<file path="src/rtl/sdrio_serdes_xn.sv">
// sdrio_serdes_xn
// N-lane RATIO:1 SDR serializer/deserializer running on the fast edge clock.
// Each lane serializes a parallel data word (d) and a per-bit output-enable
// word (t) onto txd/ten. It also deserializes rxd into parallel words (q),
// with per-lane bitslip word alignment.
//
// Ports:
//   geclk    fast edge clock, all logic on its rising edge
//   rst      synchronous reset, active high
//   cken     clock enable, 0 freezes all state
//   d, t     TX data / output-enable words, lane i = [i*RATIO +: RATIO], bit 0 first
//   txd, ten serial data / output enable to the IOC
//   rxd      serial data from the IOC
//   q        RX parallel words, bit 0 is the earliest bit
//   q_valid  one-cycle pulse after q updates
//   load     high in the cycle before an update edge
//   bitslip  per-lane slip request pulse
//   slip_off per-lane word offset
module sdrio_serdes_xn #(
  parameter int LANES        = 8,
  parameter int RATIO        = 4,
  parameter int UPDATE_PHASE = 1,
  parameter int OFFW         = $clog2(RATIO)
) (
  input  logic                    geclk,
  input  logic                    rst,
  input  logic                    cken,
  input  logic [LANES*RATIO-1:0]  d,
  input  logic [LANES*RATIO-1:0]  t,
  output logic [LANES-1:0]        txd,
  output logic [LANES-1:0]        ten,
  input  logic [LANES-1:0]        rxd,
  output logic [LANES*RATIO-1:0]  q,
  output logic                    q_valid,
  output logic                    load,
  input  logic [LANES-1:0]        bitslip,
  output logic [LANES*OFFW-1:0]   slip_off
);

  localparam int CW = $clog2(RATIO);
  localparam int HW = 2*RATIO-1;
  localparam logic [CW-1:0]   UPD_CNT  = CW'(UPDATE_PHASE);
  localparam logic [CW-1:0]   LAST_CNT = CW'(RATIO-1);
  localparam logic [OFFW-1:0] LAST_OFF = OFFW'(RATIO-1);

  logic [CW-1:0] cnt;
  logic          upd;

  assign load = (cnt == UPD_CNT);
  assign upd  = cken & load;

  always_ff @(posedge geclk) begin
    if (rst) begin
      cnt     <= '0;
      q_valid <= 1'b0;
    end else begin
      q_valid <= upd;
      if (cken)
        cnt <= (cnt == LAST_CNT) ? '0 : cnt + 1'b1;
    end
  end

  for (genvar i = 0; i < LANES; i++) begin : g_lane
    logic [RATIO-1:0] dsr, tsr, qr, q_nxt;
    logic [HW-1:0]    hist, hist_nxt;
    logic [OFFW-1:0]  off;
    logic             pend;

    // hist_nxt[m] is the rxd sampled m enabled edges before the current one.
    // The current edge's sample is included, so a capture sees it.
    assign hist_nxt = {hist[HW-2:0], rxd[i]};

    always_comb begin
      q_nxt = '0;
      for (int b = 0; b < RATIO; b++) begin
        int idx;
        idx      = RATIO - 1 + int'(off) - b;
        q_nxt[b] = hist_nxt[idx];
      end
    end

    always_ff @(posedge geclk) begin
      if (rst) begin
        dsr  <= '0;
        tsr  <= '0;
        hist <= '0;
        qr   <= '0;
        off  <= '0;
        pend <= 1'b0;
      end else if (cken) begin
        hist <= hist_nxt;
        if (upd) begin
          dsr <= d[i*RATIO +: RATIO];
          tsr <= t[i*RATIO +: RATIO];
          qr  <= q_nxt;
        end else begin
          dsr <= {1'b0, dsr[RATIO-1:1]};
          tsr <= {1'b0, tsr[RATIO-1:1]};
        end
        // The capture on the applying edge still uses the old offset.
        // A pulse that arrives while a slip is pending is dropped.
        if (upd && pend) begin
          off  <= (off == LAST_OFF) ? '0 : off + 1'b1;
          pend <= 1'b0;
        end else if (bitslip[i] && !pend) begin
          pend <= 1'b1;
        end
      end
    end

    assign txd[i]                  = dsr[0];
    assign ten[i]                  = tsr[0];
    assign q[i*RATIO +: RATIO]     = qr;
    assign slip_off[i*OFFW +: OFFW] = off;
  end

endmodule

</file>
<file path="config.mk">
export PLATFORM = sky130hd
export DESIGN_NAME = sdrio_serdes_xn
export DESIGN_NICKNAME = d
export VERILOG_FILES = /design/src/rtl/sdrio_serdes_xn.sv
export SDC_FILE = /design/constraint.sdc
export NUM_CORES = 1
export LEC_CHECK = 0
export ABC_AREA = 1
export CAP_MARGIN = 20
export CORE_MARGIN = 4
export CORE_UTILIZATION = 40
export DETAILED_ROUTE_END_ITERATION = 6
export HOLD_SLACK_MARGIN = 0.05
export SYNTH_ARGS = -nofsm -noshare
export SYNTH_HDL_FRONTEND = slang
export SYNTH_SLANG_ARGS = --single-unit
</file>
<file path="constraint.sdc">
create_clock -name geclk -period 3.9 [get_ports geclk]
set_input_delay 0.39 -clock geclk [delete_from_list [all_inputs] [get_ports geclk]]
set_output_delay 0.39 -clock geclk [all_outputs]
set_load 0.02 [all_outputs]
</file>
==> impl_metrics.json, run 1 <==
{
  "drtAntennaViolNets": 0,
  "synth_cell_types": 27,
  "setup_viol": 0,
  "grt_usage": 0.1795,
  "cts_max_level": 4,
  "final_cell_mix": "nand2_1 (370), inv_1 (176), dfxtp_1 (171), o21ai_0 (146), clkdlybuf4s50_1 (146)",
  "coreArea_um2": 22780,
  "status": "completed",
  "instances_no_fill": 1810,
  "finalCriticalPeriod_ps": 2678,
  "area_delta_synth_final_pct": 21.66,
  "fin_nets": 1609,
  "syn_area_um2": 9341,
  "layout-drive-gt1-share": 0.03206,
  "hp-class": "input pin to flip-flop",
  "synth_top_area_cell": "dfxtp_1",
  "drt_iter0_markers": 403,
  "worstPathArrival_ps": 2290,
  "numPortBuffers": 148,
  "reg2reg_slack_ps": 1420,
  "yosysSeqAreaShare": 0.3665,
  "vias_per_cell": 4.746,
  "cp-start-kind": "flip-flop",
  "cts-resized-gates": 0,
  "clk_latency_ps": 430,
  "hold_end": "g_lane[0].hist[5]$_SDFFE_PP0P_",
  "p_per_area_nw_per_um2": 378.2,
  "synthCells": 1406,
  "worst_path_max_delay_cell": "clkdlybuf4s50_1",
  "worst_slew_pin_slew_ps": 910.9,
  "critPathKind": "flip-flop to output pin",
  "overflow": 0,
  "placed_area_um2": 10760,
  "drt_wl_total_mm": 23.36,
  "antenna_found_initial": 1,
  "core.rowCount": 55,
  "grt_setup_unrepaired": "no",
  "end_kind": "output pin",
  "cts_tree": "yes",
  "vias": 8590,
  "syn_avg_cell_area_um2": 6.644,
  "fin_tns_setup_ps": 0,
  "ys_seq_elements": 171,
  "ctsHoldBuffers": 0,
  "finalCritPeriodShare": 0.6866,
  "clkTransAtPathRegs_ps": 80,
  "crit_fanout": 65,
  "wl_per_cell_um": 12.90,
  "hpwl_mm": 16.07,
  "utilization": 0.4989,
  "worstPathCellList": "ha_2 -> buf_4 -> clkdlybuf4s50_1",
  "die_w_um": 160.8,
  "path_delay_family": "buffers and inverters",
  "diodes": 0,
  "final_common_cell": "nand2_1",
  "synth_top_area_frac": 0.3665,
  "synth_fp_nets": 1531,
  "path_buf_inv": 2,
  "ctsRootBufferMaster": "clkbuf_16",
  "synth_warnings": 0,
  "leakage_nw": 5.184,
  "cts_buffer_depth": 2,
  "grt_max_degree": 72,
  "r2r_end": "g_lane[1].qr[3]$_SDFFE_PP0P_",
  "hold_path_depth": 2,
  "place_inst": 1778,
  "required_ps": 3510,
  "die-area_um2": 25860,
  "slowest_delay_ps": 720,
  "drc": 0,
  "final_area_um2": 11360,
  "reg2regPathDepth": 11,
  "fp.dieH_um": 160.8,
  "slew_headroom": 0.3927,
  "initial_core_util": 0.4101,
  "first_pass_iters": 5,
  "fmax_mhz": 373.5,
  "cts_setup_buffers": 0,
  "grt_pass1_wl_mm": 39.03,
  "synth.area.top_cells": "dfxtp_1 (37%), nand2_1 (15%), o21ai_0 (7.8%), inv_1 (7.1%), a21oi_1 (6.3%)",
  "fin_worst_skew_ps": 17.41,
  "numClockSinks": 171,
  "multi_input_area_um2": 4726,
  "hold_viol": 0,
  "peakVddDrop_v": 0.0002837,
  "min_from": "cken",
  "slew_violations": 0,
  "cts_made_buffers": 17,
  "seqCellArea_um2": 3423,
  "power_mw": 4.299,
  "cap_violations": 0,
  "gp_congestion": 0.8328,
  "ios": 149,
  "r2r_start": "g_lane[1].off[0]$_SDFFE_PP0P_",
  "n_fill_cell": 2323,
  "first_global_vias": 8009
}
-- worst max-delay path by stage --
stage / to / slack (ps) / start / depth (start not counted)
floorplan: g_lane[0].qr[3]$_SDFFE_PP0P_ / 1910 / g_lane[0].off[0]$_SDFFE_PP0P_ / 11
global placement: g_lane[7].qr[2]$_SDFFE_PP0P_ / 1230 / cken / 8
detailed placement: g_lane[4].qr[2]$_SDFFE_PP0P_ / 1210 / cken / 8
CTS: load / 1200 / cnt[0]$_SDFFE_PP0P_ / 3
global route: g_lane[0].qr[3]$_SDFFE_PP0P_ / 1090 / g_lane[0].off[0]$_SDFFE_PP0P_ / 11
finish: load / 1220 / cnt[0]$_SDFFE_PP0P_ / 3
-- sequential cells by signal, indices dropped and copies added (netlist names) --
| signal | count |
|---|---|
| g_lane.qr | 32 |
| g_lane.off | 16 |
| cnt | 2 |
| g_lane.dsr | 32 |
| g_lane.hist | 48 |
| g_lane.tsr | 32 |
| q_valid | 1 |
| g_lane.pend | 8 |
-- kinds of logic (layout without fill, tap and decap cells) --
family / count (synthesis) / after routing / share of synthesized area
simple gates: 575 / 575 / 0.2420
compound gates: 323 / 323 / 0.1923
buf+inv: 279 / 370 / 0.1279
flops: 171 / 171 / 0.3665
fa+ha+maj: 42 / 42 / 0.05625
xor+xnor: 16 / 16 / 0.01500
-- cell type report --
class	instances	area share
Clock buffer	18	0.03864
Multi-Input combinational cell	956	0.4158
Timing Repair Buffer	156	0.1350
Inverter	182	0.06022
Tap cell	313	0.03446
Clock inverter	14	0.01464
Sequential cell	171	0.3012
-- report_power, final --
group / total, mW / internal [mW] / switching [mW]
Sequential: 1.90 / 1.84 / 0.0613
Clock: 1.76 / 0.941 / 0.818
Combinational: 0.640 / 0.276 / 0.365
Total: 4.30 / 3.05 / 1.24
-- cell usage after synthesis --
cell      instances
a21boi_0          2
a21oi_1         118
a32o_1           16
buf_1             3
buf_2            48
buf_4            21
buf_6             1
clkbuf_1         23
clkbuf_2          1
clkinv_1          4
dfxtp_1         171
ha_1             42
inv_1           176
inv_2             2
nand2_1         370
nand2_2           1
nand3_1          68
nand3b_1          3
nor2_1          131
nor2_2            1
nor3_1            1
o211ai_1         32
o21ai_0         146
o21ai_1           3
o21bai_1          6
xnor2_1           8
xor2_1            8
-- through the flow --
step | hold slack [ps] | setup slack, ps
final | 486.9 | 1222
after global routing | 507.0 | 1088
after CTS | 493.5 | 1198
after detailed placement | 468.6 | 1215
after global placement | 462.8 | 1234
after floorplan | 450.4 | 1908
-- metal layers --
layer | global-route usage | routed length (um) | vias up
met5 | 0 | 12 | -
met4 | 0.04343 | 285 | 2
li1 | - | - | 4615
met1 | 0.2382 | 11320 | 3782
met2 | 0.2947 | 10550 | 166
met3 | 0.04465 | 1192 | 25
Power figures use the tool's default switching activity.
==> inputs of run 2 (changes only) <==
==> constraint.sdc (replaced) <==
create_clock -name geclk -period 2.2 [get_ports geclk]
set_input_delay 0.22 -clock geclk [delete_from_list [all_inputs] [get_ports geclk]]
set_output_delay 0.22 -clock geclk [all_outputs]
set_load 0.02 [all_outputs]
==> impl_metrics.json, run 2 (synthesis gave the netlist of run 1 again) <==
{
  "first_pass_iters": 5,
  "grt_setup_unrepaired": "no",
  "core.rowCount": 55,
  "cts_max_level": 4,
  "cp-start-kind": "flip-flop",
  "worst_slew_pin_slew_ps": 704.4,
  "fin_worst_skew_ps": 11.50,
  "critPathKind": "flip-flop to output pin",
  "placed_area_um2": 10970,
  "final_area_um2": 11570,
  "worstPathArrival_ps": 1610,
  "slew_headroom": 0.5299,
  "finalCriticalPeriod_ps": 1831,
  "grt_pass1_wl_mm": 39.58,
  "grt_usage": 0.1820,
  "final_cell_mix": "nand2_1 (370), inv_1 (176), dfxtp_1 (171), o21ai_0 (146), clkdlybuf4s50_1 (145)",
  "hpwl_mm": 16.61,
  "cts_tree": "yes",
  "n_fill_cell": 2358,
  "area_delta_synth_final_pct": 23.81,
  "place_inst": 1799,
  "status": "completed",
  "fin_tns_setup_ps": 0,
  "layout-drive-gt1-share": 0.04545,
  "hold_ws_ps": 230.9,
  "overflow": 0,
  "leakage_nw": 5.302,
  "top_register": "g_lane.hist",
  "utilization": 0.5078,
  "peakVddDrop_v": 0.0004333,
  "setup_viol": 0,
  "final_common_cell": "nand2_1",
  "p_per_area_nw_per_um2": 659.2,
  "slew_violations": 0,
  "largest_reg_flops": 48,
  "cap_violations": 0,
  "end_kind": "output pin",
  "grt_max_degree": 119,
  "wl_per_cell_um": 13.02,
  "fp.dieH_um": 160.8,
  "ios": 149,
  "clkTransAtPathRegs_ps": 70,
  "seqCellArea_um2": 3423,
  "power_mw": 7.624,
  "antenna_found_initial": 1,
  "die_w_um": 160.8,
  "required_ps": 1980,
  "ctsHoldBuffers": 0,
  "numPortBuffers": 148,
  "gp_congestion": 0.8640,
  "crit_fanout": 17,
  "cts_buffer_depth": 2,
  "drtAntennaViolNets": 0,
  "clk_latency_ps": 440,
  "reg2reg_slack_ps": 450,
  "vias_per_cell": 4.772,
  "fmax_mhz": 546.1,
  "diodes": 0,
  "fin_nets": 1630,
  "place_ws_ps": 454.5,
  "ctsRootBufferMaster": "clkbuf_16",
  "first_global_vias": 8220,
  "die-area_um2": 25860,
  "initial_core_util": 0.4101,
  "cts_made_buffers": 17,
  "drt_wl_total_mm": 23.85,
  "drc": 0,
  "finalCritPeriodShare": 0.8323,
  "instances_no_fill": 1831,
  "multi_input_area_um2": 4726,
  "coreArea_um2": 22780,
  "drt_iter0_markers": 520,
  "hold_viol": 0,
  "hp-class": "input pin to flip-flop",
  "vias": 8738,
  "numClockSinks": 171,
  "worst_slack_ps": 368.9
}
## run 2: changes by cell type in the layout (fill, tap and decap cells not counted), sizes merged
cell           previous run  this run
buf                      10        31
bufinv                    1         2
clkdlybuf4s50           146       145
clkinvlp                  0         3
dlymetal6s2s              0         1
inv                     189       185
## run 2: where the power goes
part	total (mW)	internal, mW	switching [mW]
Sequential	3.35	3.26	0.0930
Clock	3.09	1.73	1.36
Combinational	1.18	0.513	0.666
Total	7.62	5.50	2.12
## run 2: timing repair
action | CTS | global route
setup endpoints to repair | 0 | 1
resized for setup | 0 | 1
buffers inserted | 0 | 0
## run 2: layout make-up
type,instances,share of cell area
multi-input cells,956,0.4086
well taps,313,0.03386
flip-flops and latches,171,0.2960
clock buffers,18,0.03797
repair buffers,177,0.1508
clock inverters,14,0.01363
inverters,182,0.05917
## run 2: path summary, 6_finish.rpt
check / from / depth (start not counted) / endpoint
hold / removal: cken / 4 / g_lane[5].qr[0]$_SDFFE_PP0P_
setup reg to reg: g_lane[5].off[1]$_SDFFE_PP0P_ / 11 / g_lane[5].qr[1]$_SDFFE_PP0P_
hold reg to reg: g_lane[5].tsr[0]$_SDFFE_PP0P_ / 2 / g_lane[5].tsr[0]$_SDFFE_PP0P_
setup / recovery: g_lane[0].off[0]$_SDFFE_PP0P_ / 2 / slip_off[0]
## run 2: layer usage
metal  vias to the layer above  track usage  part of all wire
met3                        29      0.04799             0.057
met4                         2      0.04963             0.016
met5                         -            0           0.00034
met1                      3876       0.2344              0.47
li1                       4659            -                 -
met2                       172       0.3030              0.45
## run 2: worst max-delay path, cell delays in order, from the launching register on
cell,delay (ps)
dfxtp_1,330
buf_4,210
clkdlybuf4s50_1,630
==> inputs of run 3 (changes only) <==
==> constraint.sdc (replaced) <==
create_clock -name geclk -period 1.8 [get_ports geclk]
set_input_delay 0.18 -clock geclk [delete_from_list [all_inputs] [get_ports geclk]]
set_output_delay 0.18 -clock geclk [all_outputs]
set_load 0.02 [all_outputs]
==> impl_metrics.json, run 3 (synthesis gave the netlist of run 1 again) <==
{
  "status": "completed",
  "slew_violations": 0,
  "path_delay_family": "buffers and inverters",
  "reg2regPathDepth": 4,
  "die_w_um": 160.8,
  "end_kind": "output pin",
  "numPortBuffers": 148,
  "layout-drive-gt1-share": 0.06205,
  "ios": 149,
  "n_fill_cell": 2311,
  "hold_path_depth": 2,
  "drt_wl_total_mm": 24.64,
  "vias": 8902,
  "p_clk_frac": 0.396,
  "finalCritPeriodShare": 0.9305,
  "final_area_um2": 11740,
  "finalCriticalPeriod_ps": 1675,
  "initial_core_util": 0.4101,
  "gp_congestion": 0.8447,
  "first_pass_iters": 5,
  "vias_per_cell": 4.825,
  "numClockSinks": 171,
  "place_ws_ps": 81.45,
  "fin_nets": 1643,
  "area_delta_synth_final_pct": 25.69,
  "worst_path_max_delay_cell": "clkdlybuf4s50_1",
  "cts_made_buffers": 17,
  "power_frac_comb": 0.160,
  "largest_reg_flops": 48,
  "grt_setup_unrepaired": "no",
  "clkTransAtPathRegs_ps": 70,
  "fin_worst_skew_ps": 11.45,
  "path_buf_inv": 2,
  "min_from": "rst",
  "worstPathArrival_ps": 1490,
  "cts_setup_buffers": 0,
  "drtAntennaViolNets": 0,
  "intPower_mw": 6.645,
  "setup_viol": 0,
  "reg2reg_slack_ps": 160,
  "grt_usage": 0.1856,
  "drc": 0,
  "crit_fanout": 3,
  "critPathKind": "flip-flop to output pin",
  "clk_latency_ps": 440,
  "drt_iter0_markers": 549,
  "grt_max_degree": 75,
  "final_cell_mix": "nand2_1 (370), inv_1 (176), dfxtp_1 (163), o21ai_0 (145), clkdlybuf4s50_1 (137)",
  "overflow": 0,
  "r2r_start": "cnt[0]$_SDFFE_PP0P_",
  "worstPathCellList": "buf_4 -> clkdlybuf4s50_1",
  "slew_headroom": 0.5060,
  "fin_tns_setup_ps": 0,
  "hp-class": "input pin to flip-flop",
  "cts_tree": "yes",
  "power_mw": 9.238,
  "antenna_found_initial": 4,
  "final_common_cell": "nand2_1",
  "worst_slack_ps": 125.1,
  "ctsHoldBuffers": 0,
  "coreArea_um2": 22780,
  "first_global_vias": 8263,
  "seq_power_share": 0.444,
  "fp.dieH_um": 160.8,
  "worst_slew_pin_slew_ps": 740.2,
  "fmax_mhz": 597.0,
  "placed_area_um2": 11100,
  "required_ps": 1620,
  "peakVddDrop_v": 0.0005543,
  "wl_per_cell_um": 13.35,
  "core.rowCount": 55,
  "hold_end": "q_valid$_SDFF_PP0_",
  "switching_share": 0.2807,
  "cp-start-kind": "flip-flop",
  "r2r_end": "g_lane[5].tsr[3]$_SDFFE_PP0P_",
  "slowest_delay_ps": 590,
  "top_register": "g_lane.hist",
  "cap_violations": 0,
  "cts_max_level": 4,
  "p_switching_mw": 2.593,
  "grt_pass1_wl_mm": 39.98,
  "leakage_nw": 5.466,
  "cts_buffer_depth": 2,
  "ctsRootBufferMaster": "clkbuf_16",
  "hpwl_mm": 17.20,
  "die-area_um2": 25860,
  "p_per_area_nw_per_um2": 786.8,
  "hold_viol": 0
}
-- run 3: cell count changes in the layout (fill, tap and decap cells not counted), moves of 4 or more --
cell             previous run  this run
inv_6                       7         3
clkdlybuf4s50_1           145       137
dfxtp_1                   171       163
buf_4                      26        36
dfxtp_2                     0         8
dlygate4sd2_1               0         5
clkinv_4                    1         5
-- run 3: area by class of cell --
type,count,area [um2],share of cell area
multi-input cells,956,4751,0.4046
flip-flops and latches,171,3433,0.2924
repair buffers,190,1886,0.1606
inverters,182,690.7,0.05882
clock buffers,19,452.9,0.03858
well taps,313,391.6,0.03335
clock inverters,13,133.9,0.01140
diodes,1,2.502,0.0002131
-- run 3: power by group through the flow --
stage	registers, mW	clock network, mW	logic, mW
finish	4.10	3.66	1.48
global route	4.12	3.95	1.66
CTS	4.10	3.78	1.48
detailed placement	4.19	0	1.47
global placement	4.18	0	1.46
floorplan	4.22	0	0.876
-- run 3: repair_timing --
action,in CTS,in global routing
cloned,0,1
gates resized for setup,5,10
setup endpoints to repair,5,16
-- run 3: metal layers --
layer	up-vias	share of wire	global-route usage
met5	-	0.0019	0
met3	31	0.072	0.06107
met2	231	0.45	0.2970
li1	4686	-	-
met1	3948	0.46	0.2420
met4	6	0.015	0.04847
-- run 3: per-stage QoR --
| step | hold WS (ps) | utilization | std cells |
|---|---|---|---|
| 2_1_floorplan | 305.8 | - | 1406 |
| 4_1_cts | 93.71 | 0.5126 | 1843 |
| 6_report | 113.4 | 0.5155 | 1845 |
| 5_1_grt | 112.8 | 0.5155 | 1845 |
| 3_5_place_dp | 466.1 | 0.4871 | 1811 |
| 3_3_place_gp | 465.7 | 0.4871 | 1811 |
-- run 3: worst max path at each step --
stage | start | end | slack [ps] | cells past startpoint
5_1_grt | g_lane[5].off[1]$_SDFFE_PP0P_ | g_lane[5].qr[1]$_SDFFE_PP0P_ | 10 | 10
2_1_floorplan | g_lane[5].off[0]$_SDFFE_PP0P_ | g_lane[5].qr[1]$_SDFFE_PP0P_ | 60 | 12
4_1_cts | g_lane[5].off[0]$_SDFFE_PP0P_ | slip_off[10] | 2 | 2
3_5_place_dp | g_lane[0].off[1]$_SDFFE_PP0P_ | g_lane[0].qr[1]$_SDFFE_PP0P_ | 80 | 11
6_report | g_lane[6].off[1]$_SDFFE_PP0P_ | slip_off[13] | 130 | 2
3_3_place_gp | g_lane[0].off[1]$_SDFFE_PP0P_ | g_lane[0].qr[1]$_SDFFE_PP0P_ | 120 | 11
